==> config.mk <==
export PLATFORM = sky130hd
export DESIGN_NAME = param_stream_ctrl
export DESIGN_NICKNAME = d
export VERILOG_FILES = /design/src/rtl/param_stream_ctrl.sv
export SDC_FILE = /design/constraint.sdc
export NUM_CORES = 1
export LEC_CHECK = 0
export CAP_MARGIN = 20
export CORE_ASPECT_RATIO = 0.8
export CORE_MARGIN = 3
export CORE_UTILIZATION = 36
export CTS_CLUSTER_DIAMETER = 30
export DETAILED_ROUTE_END_ITERATION = 16
export SLEW_MARGIN = 25
export SYNTH_ARGS = -nofsm -noshare
export SYNTH_HDL_FRONTEND = slang
export SYNTH_SLANG_ARGS = --single-unit
==> constraint.sdc <==
create_clock -name clk -period 22.9 [get_ports clk]
set_clock_uncertainty 0.15 [all_clocks]
set_input_delay 2.29 -clock clk [delete_from_list [all_inputs] [get_ports clk]]
set_output_delay 2.29 -clock clk [all_outputs]
set_load 0.03 [all_outputs]
==> src/rtl/param_stream_ctrl.sv <==
// Streams DEPTH ROM words repeat_count times through a small FWFT buffer.
// ROM reads are credit-limited so the buffer can never overflow.
module param_stream_ctrl #(
  parameter int DATA_WIDTH   = 512,
  parameter int DEPTH        = 32,
  parameter int ADDR_WIDTH   = $clog2(DEPTH) + 1,
  parameter int REPEAT_WIDTH = 8,
  parameter int FIFO_DEPTH   = 4
) (
  input  logic                    clk,
  input  logic                    rst,
  input  logic                    start,
  input  logic [REPEAT_WIDTH-1:0] repeat_count,
  output logic                    busy,
  output logic                    done,
  output logic [ADDR_WIDTH-1:0]   rom_addr,
  output logic                    rom_ce,
  input  logic [DATA_WIDTH-1:0]   rom_q,
  output logic [DATA_WIDTH-1:0]   data_out,
  output logic                    data_out_valid,
  input  logic                    data_out_ready,
  output logic                    data_out_last
);

  localparam logic [0:0] S_IDLE = 1'b0;
  localparam logic [0:0] S_RUN  = 1'b1;
  localparam int PW = $clog2(FIFO_DEPTH);

  logic [0:0]              state;
  logic [ADDR_WIDTH-1:0]   addr;
  logic [REPEAT_WIDTH-1:0] rep_q;
  logic [REPEAT_WIDTH-1:0] pass_cnt;
  logic [REPEAT_WIDTH-1:0] out_pass;
  logic                    v1, v2, l1, l2;

  logic [DATA_WIDTH-1:0]   mem [FIFO_DEPTH];
  logic [FIFO_DEPTH-1:0]   last_mem;
  logic [PW-1:0]           wr_ptr, rd_ptr;
  logic [PW:0]             count;

  logic                    issue, push, pop;
  logic                    addr_last, final_beat;
  logic [PW+1:0]           credit;

  assign rom_ce         = 1'b1;
  assign rom_addr       = addr;
  assign busy           = (state == S_RUN);
  assign data_out_valid = (count != '0);
  assign data_out       = mem[rd_ptr];
  assign data_out_last  = data_out_valid & last_mem[rd_ptr];

  assign addr_last = (addr == ADDR_WIDTH'(DEPTH - 1));
  // Buffered plus in-flight words must leave room for one more read.
  assign credit = {1'b0, count} + (PW+2)'(v1) + (PW+2)'(v2);
  assign issue  = (state == S_RUN) && (pass_cnt != rep_q)
                  && (credit < (PW+2)'(FIFO_DEPTH));
  assign push   = v2;
  assign pop    = data_out_valid & data_out_ready;
  assign final_beat = pop && data_out_last
                      && (out_pass == rep_q - REPEAT_WIDTH'(1));

  always_ff @(posedge clk) begin
    if (!rst) begin
      state    <= S_IDLE;
      done     <= 1'b0;
      addr     <= '0;
      rep_q    <= '0;
      pass_cnt <= '0;
      out_pass <= '0;
      v1       <= 1'b0;
      v2       <= 1'b0;
      l1       <= 1'b0;
      l2       <= 1'b0;
      wr_ptr   <= '0;
      rd_ptr   <= '0;
      count    <= '0;
      last_mem <= '0;
    end else begin
      done <= 1'b0;
      case (state)
        S_IDLE: begin
          if (start) begin
            if (repeat_count != '0) begin
              state    <= S_RUN;
              rep_q    <= repeat_count;
              addr     <= '0;
              pass_cnt <= '0;
              out_pass <= '0;
            end else begin
              done <= 1'b1;
            end
          end
        end
        default: begin
          if (final_beat) begin
            state <= S_IDLE;
            done  <= 1'b1;
          end
        end
      endcase

      if (issue) begin
        if (addr_last) begin
          addr     <= '0;
          pass_cnt <= pass_cnt + REPEAT_WIDTH'(1);
        end else begin
          addr <= addr + ADDR_WIDTH'(1);
        end
      end

      v1 <= issue;
      l1 <= issue & addr_last;
      v2 <= v1;
      l2 <= l1;

      if (push) begin
        last_mem[wr_ptr] <= l2;
        wr_ptr           <= wr_ptr + PW'(1);
      end
      if (pop) begin
        rd_ptr <= rd_ptr + PW'(1);
        if (data_out_last)
          out_pass <= out_pass + REPEAT_WIDTH'(1);
      end
      case ({push, pop})
        2'b10:   count <= count + (PW+1)'(1);
        2'b01:   count <= count - (PW+1)'(1);
        default: count <= count;
      endcase
    end
  end

  // Data storage needs no reset; occupancy is tracked by count.
  always_ff @(posedge clk) begin
    if (push)
      mem[wr_ptr] <= rom_q;
  end

endmodule

* Yosys cells after proc, flatten, opt, wreduce, memory -nomap -nowiden
Memory sizes are Yosys's and may differ from the RTL's. A register that Yosys moved wholly into a read port is not among the register bits.
Cells that the tools add are included.
** Storage, ports and cells
- Bits in registers :: 47
- Memory bits (writable) :: 2048
- Logic and storage cells :: 84
- Memories :: 1
** Memory list
- mem :: words 4, width 512, rd ports 1, clocked after Yosys merged registers in 1, wr ports 1, line 36 : logic [DATA_WIDTH-1:0] mem [FIFO_DEPTH];
** Operators by class
- Add/sub/neg operators :: 10
- Magnitude comparators :: 4
- Eq/ne operators :: 6
- Muxes and demuxes :: 33
- Bitwise logic cells :: 4
- Reduce and logical (&&, ||, !) cells :: 12
** Operators by type and width (number)
- 8-bit 2-to-1 mux :: 10
- 6-bit 2-to-1 mux :: 5
- 8-bit by 1-bit adder with 8-bit output (second input constant) :: 2
- 1-bit 2-to-1 mux :: 12
- 8-bit equality test :: 1
- 8-bit != test :: 1
- 8-bit nonzero test :: 1
- 8-bit by 1-bit subtractor with 8-bit output (second input constant) :: 1
- 6-bit by 1-bit adder with 6-bit output (second input constant) :: 1
- 6-bit by 5-bit equality test with 1-bit output (second input constant) :: 1
- 2-bit by 3-bit < comparator with 1-bit output (second input constant) :: 2
- 3-bit case mux with 2 select lines :: 1
- 3-bit AND reduction :: 2
- 2-bit nonzero test :: 3
- 1-bit logical AND :: 5
- 2-bit by 1-bit adder with 2-bit output (second input constant) :: 2
- 3-bit by 1-bit adder with 4-bit output :: 1
- 4-bit by 1-bit adder with 4-bit output :: 1
- 4-bit bitwise mux :: 1
- 4-bit by 3-bit < comparator with 1-bit output (second input constant) :: 1
- 2-bit 2-to-1 mux :: 2
- 3-bit by 1-bit adder with 3-bit output (second input constant) :: 1
- 1-bit bitwise AND :: 3
- 3-bit nonzero test :: 1
- other kinds (8) :: 8

* Depth between registers and ports, before layout
Gate-level depths: netlist of run 1.
- Depth in word-level cells :: 7
- Depth in mapped cells :: 10
- Gate-level depth less buffers :: 8

* Worst setup path after synthesis of run 1
OpenSTA, ideal clock, no wires.
- Path kind :: reg2reg
- Start :: register wr_ptr[0]
- End :: register last_mem[1]
- Arrival time :: 12.985 ns
- Slack :: 9.612 ns
- Stages on the path, launching flop included :: 5
- Path buffers :: 0
- Cell sequence :: dfxtp_1 -> ha_1 -> and2_1 -> mux2i_1 -> nor2_1
** On the way
- Cells in the longest elaborated chain, start to end :: 5
- Elaborated cells on any way between the ends :: 6
** Ends and longest elaborated chain
- start, declared :: line 38 : logic [PW-1:0] wr_ptr, rd_ptr;
- start signal, assigned :: line 118 : wr_ptr <= wr_ptr + PW'(1);
- 2-bit by 3-bit < comparator with 1-bit output (not written as such) / 2-bit by 1-bit >= comparator with 1-bit output (equally long branches) :: line 117 : last_mem[wr_ptr] <= l2;
- 1-bit logical AND (not written as such) :: line 117
- 1-bit 2-to-1 mux (not written as such) :: line 117
- 1-bit demux with 2-bit select (*) :: line 117
- 4-bit bitwise mux (*) :: line 117
- end signal, assigned by index :: line 117
- end, declared :: line 37 : logic [FIFO_DEPTH-1:0] last_mem;
Mark *: on every way between the ends. The rest lies on a longest branch, timed or not.
A chain may end at the register's enable or synchronous reset.

==> flow_metrics.tcl, run 1 <==
set metrics [dict create \
    status "finished clean" \
    synth.area.top_cells "edfxtp_1, mux4_2, dfxtp_1" \
    p_leak_nw 32.3 \
    grt_max_degree 134 \
    dp_hpwl_mm 121 \
    antenna_left 0 \
    cpLargestDelayFamily "buffers and inverters" \
    n_fill_cell 16752 \
    antenna_found_initial 59 \
    grt_pass1_vias 38556 \
    drt_first_iter_violations 2876 \
    worstPathRequired_ns 20.46 \
    drt-wirelength-per-cell_um 25.3 \
    final_nets 4862 \
    arrival_ns 5.84 \
    cts_max_level 5 \
    firstDrtPassIters 5 \
    rsz0062_at_grt "false" \
    wl_met1_mm 73.1 \
    dieHeight_um 417 \
    ys_seq_area_frac 0.820 \
    post_cts_buffers 0 \
    cp-start-kind "flop" \
    setup_viol_count_final 0 \
    grt_pass1_wl_mm 273 \
    layout-drive-gt1-share 0.250 \
    synth_edf_count 2048 \
    post-route-min-period_ns 8.28 \
    dr_total_vias 36746 \
    totalWireLength_mm 190 \
    cts_buffers 372 \
    drcViolationCount 0 \
    cpPeakStageDelay_ns 0.90 \
    setup_slack_ns 14.62 \
    core_area_mm2 0.210 \
    gp_congestion 0.774 \
    utilization 0.489 \
    clk_latency_ns 0.78 \
    io_pins 1047 \
    cap_violations 0 \
    post-route-period-util 0.361 \
    drv_slew 0 \
    port_buffers 1045 \
    yosys-top-cells-count "edfxtp_1, mux4_2, buf_2, dfxtp_1, clkbuf_1" \
    clock_path_buffers 4 \
    synthCells 2993 \
    ys.warnings.count 0 \
    wl_met3_mm 16.7 \
    synthDistinctLibCells 53 \
    fp.dieW_um 520 \
    viasPerCell 4.91 \
    holdWs_ns 0.286 \
    avgSynthCellArea_um2 25.4 \
    die_area_mm2 0.217 \
    track_usage 0.171 \
    cts_sinks 2097 \
    ys.flop_type "edfxtp_1" \
    worst_slew_pin_slew_ns 1.06 \
    clk_pin_slew_worst_paths_ns 0.04 \
    crit_buf_inv 5 \
    wl_met2_mm 93.4 \
    initial_core_util 0.363 \
    setup_tns_ns 0 \
    yosysTopAreaCellShare 0.808 \
    ctsResizeCount 0 \
    synth_seq_cells 2097 \
    yosysMostFrequentCell "edfxtp_1" \
    synth_top_area_cell "edfxtp_1" \
    syn_nets 3528 \
    final_hold_viol_count 0 \
    fmax_mhz 121 \
    gr-total-overflow 0 \
    place_ws_ns 15.33 \
    placed_area_mm2 0.0900 \
    critPathCaptureType "output pin" \
    syn-cell-area_mm2 0.0762 \
    crit_chain "buf_4 > buf_4 > buf_4 > buf_4 > mux4_2 > clkdlybuf4s50_1" \
    crit_fanout 63 \
    root_buffer "clkbuf_16" \
    vdd_drop_max_v 0.0000781 \
    cts_hold_buf 0 \
    rows 150 \
    critPathSlowestCell "buf_4" \
    criticalPathCategory "flop to output pin" \
    max-slew-margin-rel 0.292 \
    async_reset_ff_frac 0 \
    hold_path_class "flop to flop" \
    powerDensity_mw_per_mm2 102 \
    cp_common_cell "buf_4" \
    topRoutingLayerUsed "met5" \
    syn_to_final_growth_pct 34.7 \
    post-route-cell-area_mm2 0.103 \
    cts_tree "built" \
]
## final cells by class
| class | count | area [um^2] | share of cell area |
|---|---|---|---|
| antenna | 35 | 87.6 | 0.000854 |
| tap | 2812 | 3520 | 0.0343 |
| timing repair buffer | 1093 | 10900 | 0.107 |
| multi-input combinational | 752 | 13100 | 0.127 |
| sequential | 2097 | 62500 | 0.609 |
| clock inverter | 257 | 2850 | 0.0278 |
| inverter | 11 | 41.3 | 0.000403 |
| clock buffer | 421 | 9580 | 0.0934 |
## stage by stage
stage | power [mW] | std cells
floorplan | 4.76 | 2993
global placement | 5.10 | 6765
detailed placement | 5.11 | 6765
CTS | 10.6 | 7443
global route | 10.8 | 7457
finish | 10.4 | 7478
## cell families after synthesis
kind of cell             Yosys count  share of synthesized area
flip-flops                      2097                      0.820
other                              1                  0.0000492
multiplexers                     517                      0.152
adder cells (fa/ha/maj)           11                    0.00191
buffers and inverters            144                    0.00830
XOR/XNOR                          23                    0.00265
AND/OR/NAND/NOR                  135                    0.00930
AO/OA/AOI/OAI                     65                    0.00511
## worst paths after layout
path | startpoint | end | slack, ns | depth (start not counted)
hold reg to reg | l1 | l2 | 0.29 | 1
setup reg to reg | push | mem[2][508] | 17.36 | 6
hold / removal | l1 | l2 | 0.29 | 1
setup / recovery | flop | data_out[317] | 14.62 | 6
## power breakdown
| part | internal, mW | switching [mW] |
|---|---|---|
| registers | 4.25 | 0.0134 |
| logic | 0.354 | 0.409 |
| clock network | 3.56 | 1.83 |
## metal layers
metal  global-route usage  vias to the layer above
met2                0.278                     1306
met1                0.210                    19275
met5                    0                        -
li1                     -                    15753
met4               0.0620                       38
met3               0.0618                      374
## sequential cells by signal, indices dropped and copies added (netlist names), named ones only
name	flops
rom_addr	6
last_mem	4
count	3
done	1
mem	2048
rd_ptr	2
pass_cnt	8
v1	1
busy	1
out_pass	8
l2	1
rep_q	8
push	1
l1	1
wr_ptr	2
## cells in the final DEF (no fill, tap or decap), types with 7 or more instances in the layout
cell / Yosys / layout
clkinvlp_4: 0 / 35
clkbuf_1: 36 / 45
xor2_1: 8 / 8
inv_1: 11 / 11
diode_2: 0 / 35
edfxtp_1: 2048 / 2048
xnor2_1: 15 / 15
clkinv_1: 0 / 50
and3_1: 7 / 7
a21oi_1: 24 / 24
nor2_1: 31 / 31
clkinv_2: 0 / 73
o21ai_1: 8 / 8
buf_4: 2 / 38
inv_6: 0 / 24
clkbuf_16: 0 / 376
clkdlybuf4s50_1: 0 / 1045
nand2_1: 34 / 34
ha_1: 10 / 10
dfxtp_1: 49 / 47
mux4_2: 513 / 513
buf_12: 0 / 10
o21ai_0: 15 / 15
bufinv_16: 0 / 49
nand3_1: 10 / 10
clkinv_4: 0 / 17
(Power assumes the default switching activity.)
==> inputs of run 2 (changes only) <==
- clock period: 22.9 -> 8.6 ns (I/O delays scaled with it)
==> flow_metrics.tcl, run 2 (synthesis results as in run 1) <==
set metrics [dict create \
    critPathCaptureType "output pin" \
    setup_tns_ns 0 \
    cts_hold_buf 0 \
    cts_sinks 2097 \
    post-route-min-period_ns 5.08 \
    layout-drive-gt1-share 0.249 \
    gp_congestion 0.767 \
    final_nets 4868 \
    criticalPathCategory "flop to output pin" \
    crit_fanout 46 \
    cp_common_cell "buf_4" \
    p_leak_nw 32.4 \
    drt-wirelength-per-cell_um 24.9 \
    crit_chain "buf_4 > buf_4 > mux4_2 > clkdlybuf4s50_1" \
    totalWireLength_mm 187 \
    clk_pin_slew_worst_paths_ns 0.05 \
    max-slew-margin-rel 0.191 \
    syn_to_final_growth_pct 35.2 \
    cp-start-kind "flop" \
    setup_viol_count_final 0 \
    core_area_mm2 0.210 \
    port_buffers 1045 \
    grt_pass1_vias 38177 \
    drv_slew 0 \
    firstDrtPassIters 5 \
    largest_reg_flops 2048 \
    cpPeakStageDelay_ns 0.89 \
    hold_path_class "flop to flop" \
    antenna_found_initial 63 \
    critPathSlowestCell "dfxtp_4" \
    layout_commonest_cell "edfxtp_1" \
    clock_path_buffers 4 \
    antenna_left 0 \
    grt_max_degree 143 \
    rows 150 \
    post_cts_buffers 0 \
    gr-total-overflow 0 \
    dp_hpwl_mm 118 \
    post-route-period-util 0.591 \
    fin_cells 7482 \
    arrival_ns 4.07 \
    setup_slack_ns 3.52 \
    status "finished clean" \
    rsz0062_at_grt "false" \
    ctsResizeCount 0 \
    cts_tree "built" \
    dr_total_vias 36707 \
    grt_pass1_wl_mm 269 \
    vdd_drop_max_v 0.000241 \
    final_cell_mix "edfxtp_1, clkdlybuf4s50_1, mux4_2, clkbuf_16, clkinv_1" \
    cap_violations 0 \
    place_ws_ns 4.26 \
    power.total_mw 27.9 \
    drcViolationCount 0 \
    r2r_slack_ns 5.46 \
    cts_max_level 5 \
    viasPerCell 4.91 \
    io_pins 1047 \
    track_usage 0.168 \
    clk_latency_ns 0.81 \
    die_area_mm2 0.217 \
    initial_core_util 0.363 \
    final_hold_viol_count 0 \
    fp.dieW_um 520 \
    regMostFlops "mem" \
    root_buffer "clkbuf_16" \
    cts_buffers 374 \
    dieHeight_um 417 \
    fmax_mhz 197 \
    drt_first_iter_violations 2743 \
    powerDensity_mw_per_mm2 271 \
    n_fill_cell 16776 \
    worst_slew_pin_slew_ns 1.21 \
    worstPathRequired_ns 7.59 \
    placed_cells 6769 \
]
==> run 2: through the flow <==
stage	cell area, um^2	util	hold WS [ns]
after floorplan	76200	-	0.262
after global placement	90200	0.430	0.293
after detailed placement	90200	0.430	0.297
after CTS	103000	0.491	0.306
after global routing	103000	0.491	0.343
final	103000	0.491	0.303
==> run 2: worst paths after layout <==
kind	start	endpoint	depth (start not counted)
hold / removal	v1	push	1
setup / recovery	flop	data_out[390]	4
setup reg to reg	push	mem[3][302]	3
hold reg to reg	v1	push	1
==> run 2: per-layer routing <==
| metal | part of all wire | vias to the layer above | global-route usage |
|---|---|---|---|
| li1 | - | 15762 | - |
| met1 | 0.38 | 19344 | 0.205 |
| met2 | 0.50 | 1238 | 0.277 |
| met3 | 0.084 | 331 | 0.0604 |
| met4 | 0.029 | 32 | 0.0593 |
| met5 | 0.0010 | - | 0 |
==> run 2: power breakdown <==
part	internal, mW	switching [mW]	leakage, nW	total (mW)
sequential	11.3	0.0347	18.8	11.4
clock	9.69	4.86	6.08	14.5
combinational	0.949	1.09	7.53	2.04
==> run 2: layout make-up <==
type | count | area (um^2) | area share
inverters | 11 | 41.3 | 0.000401
multi-input cells | 752 | 13100 | 0.127
diodes | 37 | 92.6 | 0.000900
clock buffers | 421 | 9630 | 0.0936
flip-flops and latches | 2097 | 62500 | 0.607
clock inverters | 255 | 3000 | 0.0291
well taps | 2812 | 3520 | 0.0342
repair buffers | 1097 | 11100 | 0.108
==> run 2: worst max-delay path, delay by kind of cell, from the launching register on <==
kind | cells | cell delay [ns]
flops | 1 | 0.89
buf+inv | 3 | 1.97
mux | 1 | 0.32
